`src/rtl/limn2600_bus_pkg.sv`:
```
// Shared types and constants for the Limn2600 SRAM arbiter.
package limn2600_bus_pkg;

    typedef enum logic [1:0] {
        ST_IDLE    = 2'd0,
        ST_ACCESS  = 2'd1,
        ST_RECOVER = 2'd2
    } arb_state_e;

    typedef enum logic {
        GRANT_FETCH = 1'b0,
        GRANT_DATA  = 1'b1
    } grant_e;

    localparam logic [1:0] WORD_ALIGN_MASK = 2'b11;

    function automatic logic is_aligned(input logic [31:0] addr);
        return (addr[1:0] & WORD_ALIGN_MASK) == 2'b00;
    endfunction

endpackage

```
`src/rtl/limn2600_mem_arbiter.sv`:
```
// Two-port (fetch / load-store) arbiter in front of the Limn2600 SRAM with
// misalignment rejection and a bounded wait on the SRAM's registered rdy.
module limn2600_mem_arbiter
    import limn2600_bus_pkg::*;
#(
    parameter int DATA_WIDTH = 32,
    parameter int TIMEOUT    = 15
) (
    input  logic                  clk,
    input  logic                  rst,
    input  logic                  i_req,
    input  logic [31:0]           i_addr,
    output logic                  i_ack,
    output logic                  i_err,
    output logic [DATA_WIDTH-1:0] i_rdata,
    input  logic                  d_req,
    input  logic                  d_we,
    input  logic [31:0]           d_addr,
    input  logic [DATA_WIDTH-1:0] d_wdata,
    output logic                  d_ack,
    output logic                  d_err,
    output logic [DATA_WIDTH-1:0] d_rdata,
    output logic                  mem_cs,
    output logic                  mem_we,
    output logic [31:0]           mem_addr,
    output logic [DATA_WIDTH-1:0] mem_wdata,
    input  logic                  mem_rdy,
    input  logic [DATA_WIDTH-1:0] mem_rdata
);

    localparam logic [7:0] CNT_LAST = 8'(TIMEOUT - 1);

    arb_state_e            state_q, state_d;
    grant_e                last_grant_q, last_grant_d;
    grant_e                grant_q, grant_d;
    logic [7:0]            cnt_q, cnt_d;
    logic                  mem_cs_q, mem_cs_d;
    logic                  mem_we_q, mem_we_d;
    logic [31:0]           mem_addr_q, mem_addr_d;
    logic [DATA_WIDTH-1:0] mem_wdata_q, mem_wdata_d;
    logic                  i_ack_q, i_ack_d, i_err_q, i_err_d;
    logic                  d_ack_q, d_ack_d, d_err_q, d_err_d;
    logic [DATA_WIDTH-1:0] i_rdata_q, i_rdata_d, d_rdata_q, d_rdata_d;

    grant_e                pick_s;
    logic [31:0]           pick_addr_s;
    logic [7:0]            cnt_inc_s;

    // Round-robin pick: on a tie the port not granted last time wins.
    always_comb begin
        pick_s = GRANT_FETCH;
        if (i_req && d_req) begin
            pick_s = (last_grant_q == GRANT_FETCH) ? GRANT_DATA : GRANT_FETCH;
        end else if (d_req) begin
            pick_s = GRANT_DATA;
        end else begin
            pick_s = GRANT_FETCH;
        end
        pick_addr_s = (pick_s == GRANT_DATA) ? d_addr : i_addr;
        cnt_inc_s   = (cnt_q == 8'hFF) ? cnt_q : cnt_q + 8'd1;
    end

    // Next-state and registered-output logic; acks default low so they pulse once.
    always_comb begin
        state_d      = state_q;
        last_grant_d = last_grant_q;
        grant_d      = grant_q;
        cnt_d        = cnt_inc_s;
        mem_cs_d     = mem_cs_q;
        mem_we_d     = mem_we_q;
        mem_addr_d   = mem_addr_q;
        mem_wdata_d  = mem_wdata_q;
        i_ack_d      = 1'b0;
        i_err_d      = 1'b0;
        d_ack_d      = 1'b0;
        d_err_d      = 1'b0;
        i_rdata_d    = i_rdata_q;
        d_rdata_d    = d_rdata_q;

        case (state_q)
            ST_IDLE: begin
                cnt_d = 8'd0;
                if (i_req || d_req) begin
                    grant_d      = pick_s;
                    last_grant_d = pick_s;
                    if (!is_aligned(pick_addr_s)) begin
                        state_d = ST_RECOVER;
                        if (pick_s == GRANT_DATA) begin
                            d_ack_d   = 1'b1;
                            d_err_d   = 1'b1;
                            d_rdata_d = {DATA_WIDTH{1'b0}};
                        end else begin
                            i_ack_d   = 1'b1;
                            i_err_d   = 1'b1;
                            i_rdata_d = {DATA_WIDTH{1'b0}};
                        end
                    end else begin
                        state_d     = ST_ACCESS;
                        mem_cs_d    = 1'b1;
                        mem_addr_d  = pick_addr_s;
                        mem_we_d    = (pick_s == GRANT_DATA) && d_we;
                        mem_wdata_d = (pick_s == GRANT_DATA) ? d_wdata : mem_wdata_q;
                    end
                end else begin
                    state_d = ST_IDLE;
                end
            end
            ST_ACCESS: begin
                if (mem_rdy || (cnt_q == CNT_LAST)) begin
                    state_d  = ST_RECOVER;
                    cnt_d    = 8'd0;
                    mem_cs_d = 1'b0;
                    // A store leaves rdata untouched; a timeout forces it to zero.
                    if (grant_q == GRANT_DATA) begin
                        d_ack_d = 1'b1;
                        d_err_d = !mem_rdy;
                        if (!mem_rdy) begin
                            d_rdata_d = {DATA_WIDTH{1'b0}};
                        end else if (!mem_we_q) begin
                            d_rdata_d = mem_rdata;
                        end else begin
                            d_rdata_d = d_rdata_q;
                        end
                    end else begin
                        i_ack_d   = 1'b1;
                        i_err_d   = !mem_rdy;
                        i_rdata_d = mem_rdy ? mem_rdata : {DATA_WIDTH{1'b0}};
                    end
                end else begin
                    state_d = ST_ACCESS;
                end
            end
            ST_RECOVER: begin
                if (!mem_rdy || (cnt_q == CNT_LAST)) begin
                    state_d = ST_IDLE;
                    cnt_d   = 8'd0;
                end else begin
                    state_d = ST_RECOVER;
                end
            end
            default: begin
                state_d  = ST_IDLE;
                cnt_d    = 8'd0;
                mem_cs_d = 1'b0;
            end
        endcase
    end

    // State and output registers; reset drops mem_cs immediately.
    always_ff @(posedge clk or negedge rst) begin
        if (!rst) begin
            state_q      <= ST_IDLE;
            last_grant_q <= GRANT_FETCH;
            grant_q      <= GRANT_FETCH;
            cnt_q        <= 8'd0;
            mem_cs_q     <= 1'b0;
            mem_we_q     <= 1'b0;
            mem_addr_q   <= 32'd0;
            mem_wdata_q  <= {DATA_WIDTH{1'b0}};
            i_ack_q      <= 1'b0;
            i_err_q      <= 1'b0;
            d_ack_q      <= 1'b0;
            d_err_q      <= 1'b0;
            i_rdata_q    <= {DATA_WIDTH{1'b0}};
            d_rdata_q    <= {DATA_WIDTH{1'b0}};
        end else begin
            state_q      <= state_d;
            last_grant_q <= last_grant_d;
            grant_q      <= grant_d;
            cnt_q        <= cnt_d;
            mem_cs_q     <= mem_cs_d;
            mem_we_q     <= mem_we_d;
            mem_addr_q   <= mem_addr_d;
            mem_wdata_q  <= mem_wdata_d;
            i_ack_q      <= i_ack_d;
            i_err_q      <= i_err_d;
            d_ack_q      <= d_ack_d;
            d_err_q      <= d_err_d;
            i_rdata_q    <= i_rdata_d;
            d_rdata_q    <= d_rdata_d;
        end
    end

    assign i_ack     = i_ack_q;
    assign i_err     = i_err_q;
    assign i_rdata   = i_rdata_q;
    assign d_ack     = d_ack_q;
    assign d_err     = d_err_q;
    assign d_rdata   = d_rdata_q;
    assign mem_cs    = mem_cs_q;
    assign mem_we    = mem_we_q;
    assign mem_addr  = mem_addr_q;
    assign mem_wdata = mem_wdata_q;

endmodule

```
`config.mk`:
```
export PLATFORM = sky130hd
export DESIGN_NAME = limn2600_mem_arbiter
export DESIGN_NICKNAME = d
export VERILOG_FILES = /design/src/rtl/limn2600_bus_pkg.sv /design/src/rtl/limn2600_mem_arbiter.sv
export SDC_FILE = /design/constraint.sdc
export NUM_CORES = 1
export LEC_CHECK = 0
export CAP_MARGIN = 10
export CORE_ASPECT_RATIO = 1.5
export CORE_MARGIN = 8
export CORE_UTILIZATION = 46
export CTS_CLUSTER_DIAMETER = 50
export CTS_CLUSTER_SIZE = 12
export DETAILED_ROUTE_END_ITERATION = 16
export PLACE_DENSITY = 0.86
export SLEW_MARGIN = 10
export SYNTH_ARGS = -nofsm -noshare
export SYNTH_HDL_FRONTEND = slang
export SYNTH_SLANG_ARGS = --single-unit
```
`constraint.sdc`:
```
create_clock -name clk -period 4.2 [get_ports clk]
set_input_delay 0.84 -clock clk [delete_from_list [all_inputs] [get_ports clk]]
set_output_delay 0.84 -clock clk [all_outputs]
set_load 0.05 [all_outputs]
```
# == Yosys cells after proc, flatten, opt, wreduce, memory -nomap -nowiden ==
# Index checks and enable logic that the tools add are counted.
# word_totals
output_inout_bits,134
mem_bits_ro,0
memories,0
ram_bits,0
regBits,145
latchBits,0
# op_classes
muxes,49
n_bitwise,1
shift,0
eq_ne,13
n_reduce_logical,15
order_cmp,0
n_mul,0
n_div,0
n_addsub,1
# ops
cell,n
32-bit 2-to-1 mux,14
32-bit case mux with 2 select lines,2
8-bit 2-to-1 mux,3
1-bit 2-to-1 mux,19
2-bit != test (second input constant),8
8-bit case mux with 2 select lines,1
8-bit by 1-bit adder with 8-bit output (second input constant),1
8-bit by 4-bit == test with 1-bit output (second input constant),1
8-bit == test (second input constant),1
2-bit 2-to-1 mux,4
1-bit case mux with 2 select lines,4
4-bit AND reduction,2
7-bit AND reduction,1
2-bit case mux with 3 select lines,1
6-bit AND reduction,1
2-bit logical NOT,2
1-bit logical OR,3
3-bit != test (second input constant),1
1-bit case mux with 3 select lines,1
3-bit AND reduction,1
2-bit by 1-bit == test with 1-bit output (second input constant),1
2-bit == test (second input constant),1
1-bit logical AND,2
2-bit AND reduction,1
3 further kinds,3

# == Logic depth before layout (Yosys ltp) ==
# logic_depth
word_depth,7
depth_mapped,9

# == Worst setup path after synthesis ==
# No wires, ideal clock.
# synth_path
path_kind,in2reg
startpoint,in d_req
endpoint,"reg i_rdata_q[10], in the netlist i_rdata[10]"
path_stages,7
path_buffers,2
setup_slack_ps,1854
required_ps,4073
setup_ps,127
t_arrival_ps,2219
cell_sequence,a21bo_1 -> buf_2 -> mux2i_2 -> o211ai_4 -> nor2_4 -> buf_6 -> mux2_1
# synth_via
elab_chain_len,6
elab_cells_between_ends,10
classes_between,eq/ne (3); mux (3); reduce/logical (4)
# synth_rtl
item,line,source
"start, declared",limn2600_mem_arbiter.sv:16,"input logic d_req,"
1-bit 2-to-1 mux or 1-bit logical AND (tied branches),"limn2600_mem_arbiter.sv:54, limn2600_mem_arbiter.sv:52",
1-bit 2-to-1 mux,limn2600_mem_arbiter.sv:52,if (i_req && d_req) begin
32-bit 2-to-1 mux,limn2600_mem_arbiter.sv:59,pick_addr_s = (pick_s == GRANT_DATA) ? d_addr : i_addr;
2-bit logical NOT,limn2600_bus_pkg.sv:18,return (addr[1:0] & WORD_ALIGN_MASK) == 2'b00;
2-bit != test (no source line),n/a,
6-bit AND reduction (no source line) *,n/a,
"end signal, assigned",limn2600_mem_arbiter.sv:164,i_rdata_q <= {DATA_WIDTH{1'b0}};
"end signal, assigned",limn2600_mem_arbiter.sv:179,i_rdata_q <= i_rdata_d;
"end, declared",limn2600_mem_arbiter.sv:43,"logic [DATA_WIDTH-1:0] i_rdata_q, i_rdata_d, d_rdata_q, d_rdata_d;"
# Mark *: on every way between the ends. The rest lies on a longest branch, timed or not.
# A chain may end at the register's enable or synchronous reset.

# == Worst setup path in the final report ==
# layout_path
startpoint,in d_addr[0]
endpoint,"reg i_rdata_q[5], in the netlist i_rdata[5]"
# layout_via
elab_chain_len,4
# layout_rtl
item,line,source
"start, declared",limn2600_mem_arbiter.sv:18,"input logic [31:0] d_addr,"
32-bit 2-to-1 mux,limn2600_mem_arbiter.sv:59,
2-bit logical NOT,limn2600_bus_pkg.sv:18,
2-bit != test (no source line),n/a,
6-bit AND reduction (no source line),n/a,
# No other way between the ends.

==> results.md <==
- The run finished with clean final reports.
- The first detailed-routing pass took 5 iterations.
- Setup violations remaining at the end of the flow were counted as 0.
- The critical path data required time is 4480 ps.
- Wires add up to 19,400 microns.
- In the routed design, unresolved DRC markers number 0.
- The number of enable-type register cells in the synthesized netlist is 0.
- The arrival time reported for the critical path endpoint is 3400 ps.
- The post-synthesis sequential area ratio is between 50% and 60%.
- The number of pins exceeding their max-slew limit in the final report was 0.
- The highest achievable clock rate is 0.321 GHz.
- After synthesis the cells add up to 0.00625 sq mm.
- The slew of the pin with the lowest slew margin is 1030 ps.
- The number of setup buffers added after CTS is 0.
- The startpoint class of the critical path is an input port.
- CTS built an H-tree with a depth of 4.
- Measured against its own limit, the worst slew margin works out to 31.1%.
- The number of instances in the synthesized netlist is 531.
- The count of final hold-check violations is 0.
- The total area inside the core boundary comes to approximately 0.013 sq mm.
- The I/O pin total is about 270.
- The total placed cells including tap cells is 930.
- The number of nets still failing antenna checks after routing is 0.
- The vertical die dimension is 159 microns.
- The total of max-cap violations is 0.
- The clock tree from TritonCTS is built.
- For this run, the slowest stage of the critical path takes ~800 ps.
- Entering global routing, the biggest net connects 114 pins.
- The number of storage elements in the synthesis netlist is 145.
- The share of layout cells above drive strength 1 is about 12%.
- After detailed routing, the average wire length per cell comes to 20.2 microns.
- Leaving out filler cells and counting taps, the final layout contains 961.
- The number of nets produced by synthesis is 671.
- The final estimated routing congestion in global placement is 0.837.
- The iteration-0 DRC count of the detailed router is 286.
- The predominant post-synthesis flop cell is sky130_fd_sc_hd__dfrtp_1.
- The deepest clock path buffer count is 2.
- After floorplanning, the core was divided into 52 placement rows.
- Setup repair after global routing left no endpoint under its margin.
- The clock net sink count is 145.
- In this run the mean area of a mapped cell was between 10 and 15 sq um.
- 0 antenna diodes ended up in the layout.
- Walking the worst path, the cells encountered are clkdlybuf4s50_1 -> o21ai_0 -> mux2i_2 -> o211ai_4 -> nor2_4 -> mux2_1.
- The number of distinct library cells after synthesis is 43.
- The via count of the first global-routing pass came to between 5,000 and 6,000.
- Once the floorplan was initialized, standard cells occupied between 40 and 50% of the core.
- Across the whole layout, storage elements account for 0.00363 sq mm.
- Counting the buffers created by CTS gives 17.
- Among all cell types in the netlist, the one instantiated most often is sky130_fd_sc_hd__dfrtp_1.
- VDD sags by at most about 0.00055 V.
- The hold buffer count at cts is 0.
- The all-layer global routing usage is 22.2%.
- The number of buffers added on ports is 267.
- The detailed-route via count is between 5,000 and 6,000.
- Clock-pin slew was measured on the worst setup and hold paths at 60 ps.
- The final critical path takes up 74.2% of the cycle.
- Once the clock tree was built, the resizer swapped 0 gates to a different size.
- The number of warnings reported in the yosys synthesis log is 0.
- The clock network latency to the later pin of the worst-skew pair is 410 ps.
- The worst setup path is captured at a flip-flop.
- In the synthesized netlist, the cells that appear most often are sky130_fd_sc_hd__dfrtp_1, sky130_fd_sc_hd__o21ai_0, sky130_fd_sc_hd__nand2_1.
- The die span in x is 111 microns.
- The global route total overflow is 0.
- The overall die area is 0.0176 sq mm.
- Yosys attributes the largest share of cell area to sky130_fd_sc_hd__dfrtp_1, sky130_fd_sc_hd__mux2_2, sky130_fd_sc_hd__mux2i_1.
- The largest clock skew in the final design is 11.1 ps.
- The initial antenna violation count came to 0.
- The total half-perimeter wirelength after legalization and detailed placement is ~15,000 microns.
- The final critical-path required period is 3110 ps.
- Dividing the detail-routed via count by the number of cells gives 5.43.
- The static leakage is roughly 0.0043 uW.
- The count of fill cells added during filler insertion is 901.
- From synthesis to final layout, the design area changed by 55.0%.
- The worst hold path belongs to the class reg -> reg.
- The number of nets in the finished design is 927.
- Of all cell types, the one taking the most synthesized area is sky130_fd_sc_hd__dfrtp_1.
- The first global-routing pass estimated 31,600 microns of wire.
- After synthesis, the share of flip-flops with an asynchronous set or reset is 100%.
- The total power density per cell area is between 700 and 800 mW/mm^2.
- The area occupied by multi-input gates is approximately 0.0024 sq mm.
- The slowest cell on the critical path is sky130_fd_sc_hd__o211ai_4.
- The kind of critical path is in -> reg.
- The cell sitting at the root of the clock tree is a sky130_fd_sc_hd__clkbuf_16.
- The top-area cell type share of the netlist area is between 50 and 60%.
- In this run the worst path has a maximum fanout of 37.
- The setup TNS is 0 ps.
## registers in the layout (all words and copies together), names as in the netlist
signal,flops
d_rdata,32
mem_addr,32
i_ack,1
i_rdata,32
d_err,1
grant_q,1
i_err,1
d_ack,1
state_q,2
cnt_q,8
mem_cs,1
mem_wdata,32
mem_we,1
## final cells by class
| type | count | share of cell area (%) |
|---|---|---|
| clock inverter | 12 | 2.12 |
| inverter | 8 | 0.310 |
| clock buffer | 19 | 4.57 |
| timing repair buffer | 275 | 28.2 |
| tap | 162 | 2.09 |
| multi-input combinational | 340 | 25.2 |
| sequential | 145 | 37.5 |
## layer usage
metal,GRT usage [%],routed length (microns),vias to the layer above
li1,-,-,2367
met1,23.0,7010,2562
met4,12.5,863,0
met3,7.69,1500,50
met2,38.1,10100,241
met5,0,0,-
## per-stage QoR
step / hold slack [ps] / power, uW / cell area (sq um) / utilization [%] / setup WS [ps]
floorplan: 538 / 4360 / 6250 / - / 1850
finish: 486 / 7270 / 9680 / 72.3 / 1090
global placement: 466 / 5540 / 9040 / 67.4 / 741
global route: 506 / 7580 / 9680 / 72.3 / 925
CTS: 492 / 7320 / 9680 / 72.3 / 1040
detailed placement: 478 / 5630 / 9040 / 67.4 / 658
## worst paths after layout
path	from	endpoint	slack, ps	cells after the start
min reg2reg	d_rdata[16]	d_rdata[16]	490	2
max reg2reg	state_q[0]	i_rdata[31]	1130	7
min	d_rdata[16]	d_rdata[16]	490	2
max	d_addr[0]	i_rdata[5]	1090	6
max in group asynchronous	rst	mem_we	2740	2
min in group asynchronous	rst	d_rdata[12]	570	1
## cell usage in the layout (no fill, tap or decap), drive strengths merged, types with 9 or more instances in the layout
master,n
mux2,60
o21ai,46
nor2,43
and3,15
clkdlybuf4s50,266
mux2i,32
o31ai,18
clkbuf,19
inv,10
a21oi,34
dfrtp,145
nand2,43
buf,9
## critical path, delay by kind of cell
family | cells | cell delay, ps
AND/OR/NAND/NOR | 1 | 220
buffers and inverters | 1 | 430
AO/OA/AOI/OAI | 2 | 1270
multiplexers | 2 | 630
## cells by family after synthesis
logic type	Yosys count	share of synthesized area, %
buffers and inverters	46	3.12
AND/OR/NAND/NOR	127	9.40
multiplexers	92	16.8
XOR/XNOR	3	0.421
AO/OA/AOI/OAI	112	10.9
adder cells (fa/ha/maj)	6	1.20
flip-flops	145	58.1
## power breakdown
part           internal (uW)  leakage, uW  switching [uW]
sequential              1810      0.00186             252
combinational           1210      0.00211            2330
clock                   1070     0.000310             589
total                   4100      0.00428            3170
Power figures use the tool's default switching activity.
